$ cat config.mk
export PLATFORM = sky130hd
export DESIGN_NAME = alu_vector_gen
export DESIGN_NICKNAME = d
export VERILOG_FILES = /design/src/rtl/alu_vector_gen.sv
export SDC_FILE = /design/constraint.sdc
export NUM_CORES = 1
export LEC_CHECK = 0
export BUFFER_PORTS_ARGS = -buffer_cell sky130_fd_sc_hd__buf_4
export CAP_MARGIN = 20
export CELL_PAD_IN_SITES_DETAIL_PLACEMENT = 0
export CELL_PAD_IN_SITES_GLOBAL_PLACEMENT = 1
export CORE_AREA = 2 2 42 83
export CTS_CLUSTER_DIAMETER = 30
export CTS_CLUSTER_SIZE = 24
export DETAILED_ROUTE_END_ITERATION = 16
export DIE_AREA = 0 0 44 85
export GPL_ROUTABILITY_DRIVEN = 0
export PLACE_DENSITY = 0.75
export SYNTH_ARGS = -nofsm -noshare
export SYNTH_HDL_FRONTEND = slang
export SYNTH_SLANG_ARGS = --single-unit
$ cat constraint.sdc
create_clock -name clk -period 2.6 [get_ports clk]
set_input_delay 0.13 -clock clk [delete_from_list [all_inputs] [get_ports clk]]
set_output_delay 0.13 -clock clk [all_outputs]
set_load 0.02 [all_outputs]
$ cat src/rtl/alu_vector_gen.sv
// Exhaustive stimulus generator for an N-bit add/sub unit: sweeps {a, b, op} with a golden result.
// Optional result checker enabled by defining ALU_VEC_GEN_CHECK_EN.
module alu_vector_gen #(
    parameter int DATA_WIDTH = 4
) (
    input  logic                      clk,
    input  logic                      rst,
    input  logic                      start,
    input  logic                      vec_ready,
    output logic                      vec_valid,
    output logic [DATA_WIDTH-1:0]     vec_a,
    output logic [DATA_WIDTH-1:0]     vec_b,
    output logic                      vec_op,
    output logic [DATA_WIDTH:0]       vec_golden,
    output logic [2*DATA_WIDTH:0]     vec_index,
`ifdef ALU_VEC_GEN_CHECK_EN
    input  logic [DATA_WIDTH:0]       dut_result,
    output logic [2*DATA_WIDTH+1:0]   mismatch_cnt,
    output logic                      err,
`endif
    output logic                      done
);
    localparam int GOLDEN_WIDTH = DATA_WIDTH + 1;
    localparam int INDEX_WIDTH  = 2 * DATA_WIDTH + 1;
    localparam logic [INDEX_WIDTH-1:0] LAST_INDEX = {INDEX_WIDTH{1'b1}};

    typedef enum logic [1:0] {
        IDLE,
        RUN,
        DONE
    } state_t;

    state_t                  r_state;
    logic                    r_valid;
    logic                    r_done;
    logic [INDEX_WIDTH-1:0]  r_index;
    logic [GOLDEN_WIDTH-1:0] r_golden;

    logic                    w_accept;
    logic [INDEX_WIDTH-1:0]  w_nextIndex;

    // Golden for a packed index: unsigned add with carry out, or subtract whose MSB is the borrow.
    function automatic logic [GOLDEN_WIDTH-1:0] goldenOf(input logic [INDEX_WIDTH-1:0] idx);
        logic [GOLDEN_WIDTH-1:0] a;
        logic [GOLDEN_WIDTH-1:0] b;
        a = {1'b0, idx[INDEX_WIDTH-1:DATA_WIDTH+1]};
        b = {1'b0, idx[DATA_WIDTH:1]};
        return idx[0] ? (a - b) : (a + b);
    endfunction

    assign w_accept    = r_valid & vec_ready;
    assign w_nextIndex = r_index + 1'b1;

`ifdef ALU_VEC_GEN_CHECK_EN
    logic [INDEX_WIDTH:0] r_mismatchCnt;
    logic                 r_err;
`endif

    always_ff @(posedge clk) begin
        if (rst) begin
            r_state  <= IDLE;
            r_valid  <= 1'b0;
            r_done   <= 1'b0;
            r_index  <= '0;
            r_golden <= '0;
`ifdef ALU_VEC_GEN_CHECK_EN
            r_mismatchCnt <= '0;
            r_err         <= 1'b0;
`endif
        end else begin
            case (r_state)
                IDLE, DONE: begin
                    if (start) begin
                        r_state  <= RUN;
                        r_valid  <= 1'b1;
                        r_done   <= 1'b0;
                        r_index  <= '0;
                        r_golden <= '0;
`ifdef ALU_VEC_GEN_CHECK_EN
                        r_mismatchCnt <= '0;
                        r_err         <= 1'b0;
`endif
                    end
                end
                RUN: begin
                    if (w_accept) begin
                        // The final vector stays on the outputs after the sweep ends.
                        if (r_index == LAST_INDEX) begin
                            r_state <= DONE;
                            r_valid <= 1'b0;
                            r_done  <= 1'b1;
                        end else begin
                            r_index  <= w_nextIndex;
                            r_golden <= goldenOf(w_nextIndex);
                        end
`ifdef ALU_VEC_GEN_CHECK_EN
                        if (dut_result != r_golden) begin
                            r_err <= 1'b1;
                            if (r_mismatchCnt != {(INDEX_WIDTH+1){1'b1}}) begin
                                r_mismatchCnt <= r_mismatchCnt + 1'b1;
                            end
                        end
`endif
                    end
                end
                default: begin
                    r_state <= IDLE;
                    r_valid <= 1'b0;
                    r_done  <= 1'b0;
                end
            endcase
        end
    end

    assign vec_valid  = r_valid;
    assign done       = r_done;
    assign vec_index  = r_index;
    assign vec_a      = r_index[INDEX_WIDTH-1:DATA_WIDTH+1];
    assign vec_b      = r_index[DATA_WIDTH:1];
    assign vec_op     = r_index[0];
    assign vec_golden = r_golden;

`ifdef ALU_VEC_GEN_CHECK_EN
    assign mismatch_cnt = r_mismatchCnt;
    assign err          = r_err;
`endif

endmodule

==> reports/qor_table.md, run 1 <==
| Group | Item | Value |
|---|---|---|
| critical path | Count of buffering cells on the critical path with inverters included | 0 |
| logic synthesis | Register area share after synthesis | 0.297 |
| placement | Dpl hpwl | 2.17 mm |
| logic synthesis | Total number of yosys warnings | 0 |
| critical path | Delay of the slowest critical-path stage | 0.36 ns |
| clocking | Clock sink count | 17 |
| route | DR vias/cell | 5.45 |
| final layout | N_diodes | 0 |
| critical path | Capturing point of the worst reg2reg path | vec_golden[4] |
| sta | Unrepaired setup endpoints after global routing | no |
| logic synthesis | Average cell area after synthesis | 8.30 sq um |
| global routing | Global route total overflow | 0 |
| power | Clk pwr share | 0.373 |
| clocking | Latest clock arrival within the worst-skew pair | 0.25 ns |
| route | Post-DRT Antenna Nets | 0 |
| clocking | Clock tree from TritonCTS | built |
| critical path | Most frequent cell on the critical path | sky130_fd_sc_hd__ha_1 |
| clocking | Clock Tree Buf Depth | 2 |
| die | Die Area | 3740 sq um |
| power | Cell-internal power | 0.402 mW |
| logic synthesis | Synthesized netlist net count | 149 |
| final layout | FILL cells | 317 |
| power | Peak supply drop | 0.000232 V |
| critical path | List of cells traversed by the critical path | ha_1 > and3_2 > and3_1 > and3_1 > ha_1 > ha_1 > a21oi_1 > xor2_1 > a22o_1 |
| power | Switching power share of the total | 0.251 |
| global routing | Global-route total usage across every layer | 0.163 |
| critical path | Critical path class | reg -> reg |
| critical path | CP endpoint kind | flop |
| route | Per-cell routed wire length | 14.0 um |
| job | Maximum Capacitance Violations | 0 |
| sta | Max Clk Rate | 0.405 GHz |
| die | Std-Cell Core Area | 3120 sq um |
| die | Core Rows | 29 |
| sta | Final hold viol count | 0 |
| worst hold path | Class of the tightest hold or removal check | in -> reg |
| logic synthesis | Synth top area share | 0.297 |
| final layout | Number of nets in the finished design | 175 |
| clocking | Deepest level of the CTS H-tree | 1 |
| die | Count of boundary I/O pins | 29 |
| power | Power density over cell area | 385 nW/um^2 |
| route | Drt initial violations | 13 |
| critical path | Critical register-to-register path startpoint | vec_index[1] |
| worst hold path | Worst hold path startpoint | start |
| global routing | Number of global-route vias before repair | 1046 |
| sta | Min Tclk post-route | 2.47 ns |
| clocking | Number of buffers inserted during clock tree synthesis | 3 |
| clocking | Clk pin slew, worst setup/hold paths | 0.07 ns |
| final layout | Area growth, synth to finish | 21.7% |
| final layout | Layout cell share with drive strength beyond 1 | 0.276 |
| route | Routed Wire Length | 2.72 mm |
| power | Logic gate share of total power | 0.126 |
| outcome | Run status | finished clean |
| route | Post-route DRC violation count | 0 |
| sta | Final-report setup violation count | 0 |
| sta | Worst-case headroom to the max-slew limit | 0.738 |
| clocking | Resize count post-CTS | 0 |
| die | Initial Utilization | 0.367 |
| die | Horizontal die dimension | 44 um |
| logic synthesis | Post-synth cell types | 35 |
| clocking | # Post-CTS Setup Buffers | 0 |
| critical path | Category of cells accounting for the largest share of critical-path delay | adder cells |
| logic synthesis | Flop and latch count out of synthesis | 17 |
| critical path | Required time worst endpoint | 2.75 ns |
| logic synthesis | Syn Inst Count | 138 |
| sta | Worst path setup slack after routing | 0.129 ns |
| placement | Worst Setup Slack post-DPL | 0.108 ns |
| logic synthesis | Synth top area cells | sky130_fd_sc_hd__dfxtp_1, sky130_fd_sc_hd__buf_4, sky130_fd_sc_hd__a21oi_1, sky130_fd_sc_hd__ha_1, sky130_fd_sc_hd__nor2_1 |
| critical path | Top fanout value on the critical path | 6 |
| critical path | Number of cells on the worst reg-to-reg path | 9 |
| sta | Max-slew violations | 0 |
| critical path | Startpoint kind of the worst setup timing path | flop |
| power | Static Leak | 0.633 nW |
| logic synthesis | Netlist area before placement | 1140 sq um |
| route | DRT Pass-1 Iters | 4 |
| power | Net switching power of the design | 0.134 mW |
| worst hold path | Cells on Worst Hold Path | 4 |
| clocking | Hold_buf cts | 0 |
| global routing | Wire length of the first global-routing pass | 4.62 mm |
| global routing | Pin count of the biggest net entering global routing | 20 |
| final layout | Most frequent cells in the layout | sky130_fd_sc_hd__buf_4, sky130_fd_sc_hd__nor2_1, sky130_fd_sc_hd__dfxtp_1 |
| die | Height of the die | 85 um |
| critical path | Worst Path Arrival | 2.62 ns |
| worst hold path | Hold Path Sink | r_state[1] |
| final layout | Most frequent standard cell in the layout excluding fill and tap cells | sky130_fd_sc_hd__buf_4 |
| sta | Post-route setup TNS | 0 ns |
| critical path | Reg2reg setup slack | 0.13 ns |
| logic synthesis | Cell taking the most area after synthesis | sky130_fd_sc_hd__dfxtp_1 |
| sta | Clock Skews | 0.000958 ns |
| sta | Tcrit/Tclk final | 0.950 |
| placement | PortBufs | 28 |
| route | Routed via count | 1058 |
| global routing | Initial antenna violation count | 0 |
| critical path | Worst path slowest cell | sky130_fd_sc_hd__dfxtp_1 |
| clocking | Clock tree root buffer cell | sky130_fd_sc_hd__clkbuf_8 |
| sta | Slew at the pin closest to its max-slew limit | 0.390 ns |
| power | Portion of total power attributed to sequential cells | 0.501 |
-- metrics by stage --
step,power [mW],area (sq um),std cells,utilization,hold WS (ns)
after floorplan,0.319,1140,138,-,0.302
after global placement,0.341,1340,190,0.431,0.437
after detailed placement,0.342,1340,190,0.431,0.451
after CTS,0.541,1390,194,0.445,0.184
after global routing,0.562,1390,194,0.447,0.212
final,0.536,1390,194,0.447,0.179
-- routing by layer --
| metal | routed length (um) | vias to the layer above | track usage |
|---|---|---|---|
| li1 | - | 523 | - |
| met1 | 1030 | 503 | 0.168 |
| met2 | 1520 | 22 | 0.293 |
| met3 | 64 | 10 | 0.0191 |
| met4 | 99 | 0 | 0.0964 |
| met5 | 0 | - | 0 |
-- worst register-to-register path: cells and delay by family (launching register included) --
| family | cells | cell delay (ns) |
|---|---|---|
| adders and majority gates | 3 | 0.89 |
| AOI/OAI and AO/OA | 2 | 0.38 |
| xor gates and xnor gates | 1 | 0.09 |
| and+or+nand+nor | 3 | 0.66 |
| DFF | 1 | 0.36 |
-- power by group through the flow --
stage / registers, mW / clock network (mW) / logic (mW)
floorplan: 0.277 / 0 / 0.0425
global placement: 0.274 / 0 / 0.0667
detailed placement: 0.275 / 0 / 0.0671
CTS: 0.269 / 0.205 / 0.0676
global route: 0.269 / 0.218 / 0.0748
finish: 0.269 / 0.200 / 0.0674
-- synthesized netlist by cell type --
library cell	number
sky130_fd_sc_hd__o21bai_1	1
sky130_fd_sc_hd__xor2_1	3
sky130_fd_sc_hd__nand3_1	2
sky130_fd_sc_hd__clkbuf_1	2
sky130_fd_sc_hd__buf_6	2
sky130_fd_sc_hd__or3_1	3
sky130_fd_sc_hd__nor4_1	1
sky130_fd_sc_hd__xnor3_1	1
sky130_fd_sc_hd__fa_1	1
sky130_fd_sc_hd__nand3b_1	7
sky130_fd_sc_hd__dfxtp_1	17
sky130_fd_sc_hd__nand2_1	7
sky130_fd_sc_hd__buf_4	12
sky130_fd_sc_hd__a21o_1	1
sky130_fd_sc_hd__nand4b_1	1
sky130_fd_sc_hd__and4b_1	1
sky130_fd_sc_hd__nor2b_1	2
sky130_fd_sc_hd__nor3_1	4
sky130_fd_sc_hd__nor3b_1	1
sky130_fd_sc_hd__xnor2_1	6
sky130_fd_sc_hd__and3_2	2
sky130_fd_sc_hd__a22o_1	2
sky130_fd_sc_hd__nor2_1	17
sky130_fd_sc_hd__a22oi_1	2
sky130_fd_sc_hd__mux2i_1	1
sky130_fd_sc_hd__ha_1	6
sky130_fd_sc_hd__clkbuf_2	1
sky130_fd_sc_hd__and3_1	3
sky130_fd_sc_hd__o31a_1	1
sky130_fd_sc_hd__o21ai_0	8
sky130_fd_sc_hd__a21oi_1	15
sky130_fd_sc_hd__inv_1	1
sky130_fd_sc_hd__nand4_1	1
sky130_fd_sc_hd__nand2b_1	2
sky130_fd_sc_hd__a21oi_2	1
-- cell families (layout without fill, tap and decap cells) --
family,Yosys count,after routing,share of synthesized area
and+or+nand+nor,54,54,0.252
AOI/OAI and AO/OA,31,31,0.157
buffers and inverters,18,43,0.113
DFF,17,17,0.297
xor gates and xnor gates,10,10,0.0885
adders and majority gates,7,7,0.0831
muxes,1,1,0.00874
-- flip-flops by register name (all words and copies together), names as in the netlist --
name and flops:
r_state 2, vec_golden 5, vec_index 9, vec_valid 1
-- worst max path at each step --
stage / from / slack (ns) / depth (start not counted) / endpoint
2_1_floorplan: vec_index[1] / 0.08 / 9 / vec_index[3]
3_3_place_gp: vec_index[1] / 0.17 / 8 / vec_index[3]
6_report: vec_index[1] / 0.13 / 9 / vec_golden[4]
3_5_place_dp: vec_index[1] / 0.11 / 8 / vec_index[3]
4_1_cts: vec_index[1] / 0.10 / 8 / vec_index[3]
5_1_grt: vec_index[1] / 0.02 / 9 / vec_golden[4]
-- cell type report --
type,instances,area [sq um],share of cell area
inverters,1,3.75,0.00269
clock buffers,4,45.0,0.0323
multi-input cells,103,681,0.488
well taps,31,38.8,0.0278
flip-flops and latches,17,340,0.244
repair buffers,38,285,0.205
No activity file was read; power rests on OpenSTA's default activity.
==> run 2: changes to the inputs <==
- clock period: 2.6 -> 2.7 ns (I/O delays scaled with it)
==> run 2 against run 1 <==
  * Clock-buffer cell count shrank 1
  * Worst setup slack gained 0.027 ns
  * Via count shrank 3.6%
  * Final cell count shrank 2.1%
  * Sequential power shrank 4%
  * Core utilization shrank 1.0 points
  * Flip-flop and latch count is the same
  * Critical path depth shrank 1
  * Clock power is essentially flat
==> reports/qor_table.md, run 2 (same netlist as run 1, synthesis figures left out) <==
| Group | Item | Value | Delta |
|---|---|---|---|
| outcome | Run status | finished clean | unchanged |
| power | Switching power share of the total | 0.266 | was 0.251 |
| final layout | Core Util, Final | 0.436 | was 0.447 |
| worst hold path | Cells on Worst Hold Path | 3 | was 4 |
| critical path | Capturing point of the worst reg2reg path | vec_index[3] | was vec_golden[4] |
| placement | Worst Setup Slack post-DPL | 0.165 ns | was 0.108 ns |
| clocking | Clk pin slew, worst setup/hold paths | 0.08 ns | was 0.07 ns |
| final layout | Most frequent standard cell in the layout excluding fill and tap cells | sky130_fd_sc_hd__buf_4 | unchanged |
| critical path | Worst path slowest cell | sky130_fd_sc_hd__or3_1 | was sky130_fd_sc_hd__dfxtp_1 |
| critical path | Count of buffering cells on the critical path with inverters included | 0 | unchanged |
| clocking | Latest clock arrival within the worst-skew pair | 0.26 ns | was 0.25 ns |
| sta | Slew at the pin closest to its max-slew limit | 0.339 ns | was 0.390 ns |
| die | Horizontal die dimension | 44 um | unchanged |
| sta | Final-report setup violation count | 0 | unchanged |
| final layout | Most frequent cells in the layout | sky130_fd_sc_hd__buf_4, sky130_fd_sc_hd__nor2_1, sky130_fd_sc_hd__dfxtp_1 | unchanged |
| power | Logic gate share of total power | 0.115 | was 0.126 |
| sta | Unrepaired setup endpoints after global routing | no | unchanged |
| placement | Placed insts | 186 | was 190 |
| sta | Worst path setup slack after routing | 0.156 ns | was 0.129 ns |
| sta | Min Tclk post-route | 2.54 ns | was 2.47 ns |
| die | Count of boundary I/O pins | 29 | unchanged |
| global routing | Global-route total usage across every layer | 0.164 | was 0.163 |
| critical path | List of cells traversed by the critical path | ha_1 > and3_2 > and3_1 > and3_1 > ha_1 > or3_1 > or3_1 > a21oi_1 | was ha_1 > and3_2 > and3_1 > and3_1 > ha_1 > ha_1 > a21oi_1 > xor2_1 > a22o_1 |
| route | Drt initial violations | 20 | was 13 |
| critical path | Number of cells on the worst reg-to-reg path | 8 | was 9 |
| critical path | Critical path class | reg -> reg | unchanged |
| placement | Dpl hpwl | 2.24 mm | was 2.17 mm |
| critical path | Critical register-to-register path startpoint | vec_index[1] | unchanged |
| global routing | Number of global-route vias before repair | 994 | was 1046 |
| critical path | Required time worst endpoint | 2.90 ns | was 2.75 ns |
| sta | Final hold viol count | 0 | unchanged |
| sta | Post-route setup TNS | 0 ns | unchanged |
| route | Post-route DRC violation count | 0 | unchanged |
| global routing | Wire length of the first global-routing pass | 4.55 mm | was 4.62 mm |
| critical path | Reg2reg setup slack | 0.16 ns | was 0.13 ns |
| clocking | Hold_buf cts | 0 | unchanged |
| power | Static Leak | 0.614 nW | was 0.633 nW |
| power | Peak supply drop | 0.000245 V | was 0.000232 V |
| route | Routed via count | 1020 | was 1058 |
| global routing | Met2 Resource Use GR | 0.298 | was 0.293 |
| die | Height of the die | 85 um | unchanged |
| critical path | CP endpoint kind | flop | unchanged |
| global routing | Pin count of the biggest net entering global routing | 20 | unchanged |
| route | DRT Pass-1 Iters | 4 | unchanged |
| power | Cell-internal power | 0.381 mW | was 0.402 mW |
| sta | Max-slew violations | 0 | unchanged |
| route | DR vias/cell | 5.37 | was 5.45 |
| clocking | Deepest level of the CTS H-tree | 1 | unchanged |
| final layout | N_diodes | 0 | unchanged |
| die | Die Area | 3740 sq um | unchanged |
| die | Core Rows | 29 | unchanged |
| worst hold path | Hold Path Sink | vec_valid | was r_state[1] |
| global routing | Initial antenna violation count | 0 | unchanged |
| power | Clk pwr share | 0.388 | was 0.373 |
| global routing | Most utilized layer in the global route result | met2 | unchanged |
| final layout | Layout cell share with drive strength beyond 1 | 0.264 | was 0.276 |
| final layout | Non-filler instance count after layout | 190 | was 194 |
| power | Power density over cell area | 382 nW/um^2 | was 385 nW/um^2 |
| sta | Max Clk Rate | 0.393 GHz | was 0.405 GHz |
| global routing | Global-route track usage on met3 | 0.0234 | was 0.0191 |
| route | Per-cell routed wire length | 15.2 um | was 14.0 um |
| die | Initial Utilization | 0.367 | unchanged |
| critical path | Worst Path Arrival | 2.74 ns | was 2.62 ns |
| clocking | Clock Tree Buf Depth | 2 | unchanged |
| global routing | Met1 Track Usage GR | 0.169 | was 0.168 |
| final layout | Area growth, synth to finish | 18.9% | was 21.7% |
| clocking | Number of buffers inserted during clock tree synthesis | 3 | unchanged |
| worst hold path | Worst hold path startpoint | start | unchanged |
| placement | PortBufs | 28 | unchanged |
| critical path | Startpoint kind of the worst setup timing path | flop | unchanged |
| clocking | Clock tree root buffer cell | sky130_fd_sc_hd__clkbuf_8 | unchanged |
| power | Net switching power of the design | 0.138 mW | was 0.134 mW |
| worst hold path | Class of the tightest hold or removal check | in -> reg | unchanged |
| critical path | Top fanout value on the critical path | 9 | was 6 |
| sta | Clock Skews | 0.00636 ns | was 0.000958 ns |
| route | Routed Wire Length | 2.89 mm | was 2.72 mm |
| power | Portion of total power attributed to sequential cells | 0.497 | was 0.501 |
| die | Std-Cell Core Area | 3120 sq um | unchanged |
| sta | Worst-case headroom to the max-slew limit | 0.773 | was 0.738 |
| final layout | Number of nets in the finished design | 171 | was 175 |
| critical path | Delay of the slowest critical-path stage | 0.53 ns | was 0.36 ns |
| final layout | Max reg flops | 9 | unchanged |
| power | Overall Power | 0.520 mW | was 0.536 mW |
| clocking | Clock tree from TritonCTS | built | unchanged |
| clocking | Clock sink count | 17 | unchanged |
| sta | Tcrit/Tclk final | 0.942 | was 0.950 |
| global routing | Global route total overflow | 0 | unchanged |
| route | Post-DRT Antenna Nets | 0 | unchanged |
| job | Maximum Capacitance Violations | 0 | unchanged |
| critical path | Category of cells accounting for the largest share of critical-path delay | simple AND/OR/NAND/NOR gates | was adder cells |
==> run 2: cell count changes in the layout (fill, tap and decap cells not counted) <==
cell | previous run | this run
sky130_fd_sc_hd__clkinv_2 | 0 | 1
sky130_fd_sc_hd__clkbuf_1 | 1 | 0
sky130_fd_sc_hd__buf_4 | 38 | 34
sky130_fd_sc_hd__or3_4 | 1 | 0
sky130_fd_sc_hd__o31a_2 | 0 | 1
sky130_fd_sc_hd__o31a_1 | 1 | 0
sky130_fd_sc_hd__or3_1 | 2 | 3
==> run 2: per-layer routing <==
layer  vias up  share of wire
met2        21           0.58
met5         -              0
li1        516              -
met3         6          0.027
met1       477           0.37
met4         0          0.019
==> run 2: worst register-to-register path, stage by stage, from the launching register on <==
cell and delay [ns]:
sky130_fd_sc_hd__dfxtp_1 0.37, sky130_fd_sc_hd__ha_1 0.23, sky130_fd_sc_hd__and3_2 0.23, sky130_fd_sc_hd__and3_1 0.23, sky130_fd_sc_hd__and3_1 0.20, sky130_fd_sc_hd__ha_1 0.21
sky130_fd_sc_hd__or3_1 0.53, sky130_fd_sc_hd__or3_1 0.35, sky130_fd_sc_hd__a21oi_1 0.14
==> run 2: cell type report <==
type | count | area [sq um]
Fill cell | 337 | 1760
Multi-Input combinational cell | 103 | 677
Sequential cell | 17 | 340
Timing Repair Buffer | 34 | 255
Clock buffer | 3 | 41.3
Tap cell | 31 | 38.8
Clock inverter | 1 | 5.00
Inverter | 1 | 3.75
==> run 2: worst max-delay path by stage <==
| stage | start | to | slack (ns) | cells past startpoint |
|---|---|---|---|---|
| 4_1_cts | vec_index[1] | vec_index[3] | 0.15 | 8 |
| 6_report | vec_index[1] | vec_index[3] | 0.16 | 8 |
| 3_3_place_gp | vec_index[1] | vec_golden[2] | 0.20 | 8 |
| 2_1_floorplan | vec_index[1] | vec_index[3] | 0.18 | 9 |
| 5_1_grt | vec_index[1] | vec_golden[3] | 0.02 | 9 |
| 3_5_place_dp | vec_index[1] | vec_index[3] | 0.17 | 8 |
==> run 2: what timing repair did <==
action                                  in CTS  in global routing
buffers inserted                             0                  0
endpoints found under the setup margin       0                  3
gates resized for setup                      0                  1
==> run 2: power groups by stage <==
stage	logic (mW)	clock network, mW	registers, mW
2_1_floorplan	0.0410	0	0.266
3_3_place_gp	0.0593	0	0.264
3_5_place_dp	0.0596	0	0.264
4_1_cts	0.0599	0.205	0.258
5_1_grt	0.0667	0.215	0.259
6_report	0.0597	0.201	0.258
==> run 2: metrics by stage <==
step | cell area, sq um | hold WS, ns
finish | 1360 | 0.180
global route | 1360 | 0.199
CTS | 1360 | 0.185
detailed placement | 1310 | 0.455
global placement | 1310 | 0.448
floorplan | 1140 | 0.307
==> run 3: changes to the inputs <==
- CAP_MARGIN: 20 -> not set
- clock period: 2.7 -> 2.5 ns (I/O delays scaled with it)
==> run 3 against run 2 <==
  * Via count up 4.7%
  * Critical path depth up 3
  * Sequential power up 8.1%
  * Power up 10%
  * Clock skew down 0.0034 ns
  * Flip-flop and latch count unchanged
  * Fmax up 7.3%
  * Clock power up 8%
==> reports/qor_table.md, run 3 (same netlist as run 1, synthesis figures left out) <==
| Group | Item | Value | Delta |
|---|---|---|---|
| placement | Dpl hpwl | 2.18 mm | was 2.24 mm |
| route | DRT Pass-1 Iters | 4 | unchanged |
| sta | Unrepaired setup endpoints after global routing | no | unchanged |
| clocking | Hold_buf cts | 0 | unchanged |
| global routing | Global-route total usage across every layer | 0.163 | was 0.164 |
| die | Std-Cell Core Area | 3120 sq um | unchanged |
| sta | Worst-case headroom to the max-slew limit | 0.771 | was 0.773 |
| die | Core Rows | 29 | unchanged |
| final layout | Design area | 1430 sq um | was 1360 sq um |
| sta | Final hold viol count | 0 | unchanged |
| power | Power density over cell area | 400 nW/um^2 | was 382 nW/um^2 |
| sta | Final-report setup violation count | 0 | unchanged |
| power | Static Leak | 0.634 nW | was 0.614 nW |
| route | Post-route DRC violation count | 0 | unchanged |
| sta | Final worst hold slack | 0.178 ns | was 0.180 ns |
| final layout | Area growth, synth to finish | 24.9% | was 18.9% |
| global routing | Global route total overflow | 0 | unchanged |
| worst hold path | Class of the tightest hold or removal check | in -> reg | unchanged |
| sta | Min Tclk post-route | 2.37 ns | was 2.54 ns |
| route | Routed Wire Length | 2.85 mm | was 2.89 mm |
| final layout | Max reg flops | 9 | unchanged |
| clocking | Deepest level of the CTS H-tree | 1 | unchanged |
| die | Initial Utilization | 0.367 | unchanged |
| die | Die Area | 3740 sq um | unchanged |
| final layout | Most frequent standard cell in the layout excluding fill and tap cells | sky130_fd_sc_hd__buf_4 | unchanged |
| die | Horizontal die dimension | 44 um | unchanged |
| final layout | Most frequent cells in the layout | sky130_fd_sc_hd__buf_4, sky130_fd_sc_hd__nor2_1, sky130_fd_sc_hd__dfxtp_1 | unchanged |
| clocking | Clock Tree Buf Depth | 2 | unchanged |
| critical path | CP endpoint kind | flop | unchanged |
| placement | Placed instance area | 1360 sq um | was 1310 sq um |
| worst hold path | Cells on Worst Hold Path | 3 | unchanged |
| critical path | List of cells traversed by the critical path | buf_6 > and3_1 > and3_4 > xnor2_2 > ha_1 > inv_1 > fa_2 > a21o_1 > a21oi_2 > xor2_1 > a22o_1 | was ha_1 > and3_2 > and3_1 > and3_1 > ha_1 > or3_1 > or3_1 > a21oi_1 |
| clocking | # Post-CTS Setup Buffers | 0 | unchanged |
| clocking | Number of buffers inserted during clock tree synthesis | 3 | unchanged |
| final layout | N_diodes | 0 | unchanged |
| clocking | Clock sink count | 17 | unchanged |
| placement | PortBufs | 28 | unchanged |
| critical path | Worst path slowest cell | sky130_fd_sc_hd__fa_2 | was sky130_fd_sc_hd__or3_1 |
| sta | Slew at the pin closest to its max-slew limit | 0.341 ns | was 0.339 ns |
| clocking | Clk pin slew, worst setup/hold paths | 0.07 ns | was 0.08 ns |
| die | Height of the die | 85 um | unchanged |
| critical path | Number of cells on the worst reg-to-reg path | 11 | was 8 |
| route | DR vias/cell | 5.51 | was 5.37 |
| critical path | Delay of the slowest critical-path stage | 0.36 ns | was 0.53 ns |
| job | Maximum Capacitance Violations | 0 | unchanged |
| sta | Tcrit/Tclk final | 0.949 | was 0.942 |
| route | Routed via count | 1068 | was 1020 |
| placement | Placed insts | 190 | was 186 |
| outcome | Run status | finished clean | unchanged |
| sta | Max-slew violations | 0 | unchanged |
| critical path | Top fanout value on the critical path | 11 | was 9 |
| final layout | Number of nets in the finished design | 175 | was 171 |
| final layout | Non-filler instance count after layout | 194 | was 190 |
| critical path | Worst Path Arrival | 2.53 ns | was 2.74 ns |
| final layout | Layout cell share with drive strength beyond 1 | 0.301 | was 0.264 |
| clocking | Clock tree from TritonCTS | built | unchanged |
| final layout | Core Util, Final | 0.458 | was 0.436 |
| sta | Max Clk Rate | 0.422 GHz | was 0.393 GHz |
| global routing | Pin count of the biggest net entering global routing | 20 | unchanged |
| critical path | Startpoint kind of the worst setup timing path | flop | unchanged |
| global routing | Wire length of the first global-routing pass | 4.62 mm | was 4.55 mm |
| global routing | Number of global-route vias before repair | 1029 | was 994 |
| clocking | Latest clock arrival within the worst-skew pair | 0.26 ns | about the same |
| clocking | Clock tree root buffer cell | sky130_fd_sc_hd__clkbuf_8 | unchanged |
| critical path | Required time worst endpoint | 2.66 ns | was 2.90 ns |
| global routing | Initial antenna violation count | 0 | unchanged |
| route | Post-DRT Antenna Nets | 0 | unchanged |
| route | Per-cell routed wire length | 14.7 um | was 15.2 um |
| sta | Clock Skews | 0.00296 ns | was 0.00636 ns |
| route | Drt initial violations | 28 | was 20 |
| critical path | Critical path class | reg -> reg | unchanged |
| die | Count of boundary I/O pins | 29 | unchanged |
| power | Peak supply drop | 0.000325 V | was 0.000245 V |
==> run 3: worst paths after layout <==
| path | start | end | slack, ns |
|---|---|---|---|
| setup / recovery | vec_index[0] | vec_golden[4] | 0.13 |
| hold / removal | start | vec_valid | 0.18 |
| setup reg to reg | vec_index[0] | vec_golden[4] | 0.13 |
| hold reg to reg | vec_golden[3] | vec_golden[3] | 0.48 |
==> run 3: metrics by stage <==
stage / setup TNS, ns / total power [mW] / setup slack [ns]
global route: 0 / 0.592 / 0.00431
global placement: -0.0778 / 0.359 / -0.0778
detailed placement: -0.0637 / 0.359 / -0.0637
floorplan: 0 / 0.332 / 0.0201
CTS: 0 / 0.574 / 0.0320
finish: 0 / 0.572 / 0.128
==> run 3: cell type report <==
class / instances / area [sq um]
Sequential cell: 17 / 340
Clock buffer: 4 / 45.0
Timing Repair Buffer: 38 / 302
Tap cell: 31 / 38.8
Multi-Input combinational cell: 103 / 701
Fill cell: 328 / 1690
Inverter: 1 / 3.75
==> run 3: power by group <==
| group | switching, mW | leakage [nW] | internal, mW | total, mW |
|---|---|---|---|---|
| Combinational | 0.0423 | 0.473 | 0.0335 | 0.0758 |
| Sequential | 0.00406 | 0.138 | 0.275 | 0.279 |
| Clock | 0.104 | 0.0228 | 0.114 | 0.217 |
==> run 3: what timing repair did <==
item / CTS / global route
endpoints found under the hold margin: 0 / 0
setup endpoints to repair: 1 / 4
resized for setup: 2 / 4
pin swaps: 0 / 0
gates cloned: 0 / 0
==> run 3: worst max-delay path: cells and delay by family, from the launching register on <==
kind / cells / cell delay [ns]
AND/OR/NAND/NOR: 2 / 0.41
buffers and inverters: 2 / 0.24
XOR/XNOR: 2 / 0.19
adder cells (fa/ha/maj): 2 / 0.52
flip-flops: 1 / 0.35
AO/OA/AOI/OAI: 3 / 0.55
==> run 3: metal layers <==
layer  share of wire  vias up  GRT usage
li1                -      527          -
met1            0.39      496      0.184
met2            0.54       34      0.279
met3           0.038       11     0.0277
met4           0.031        0     0.0854
met5               0        -          0
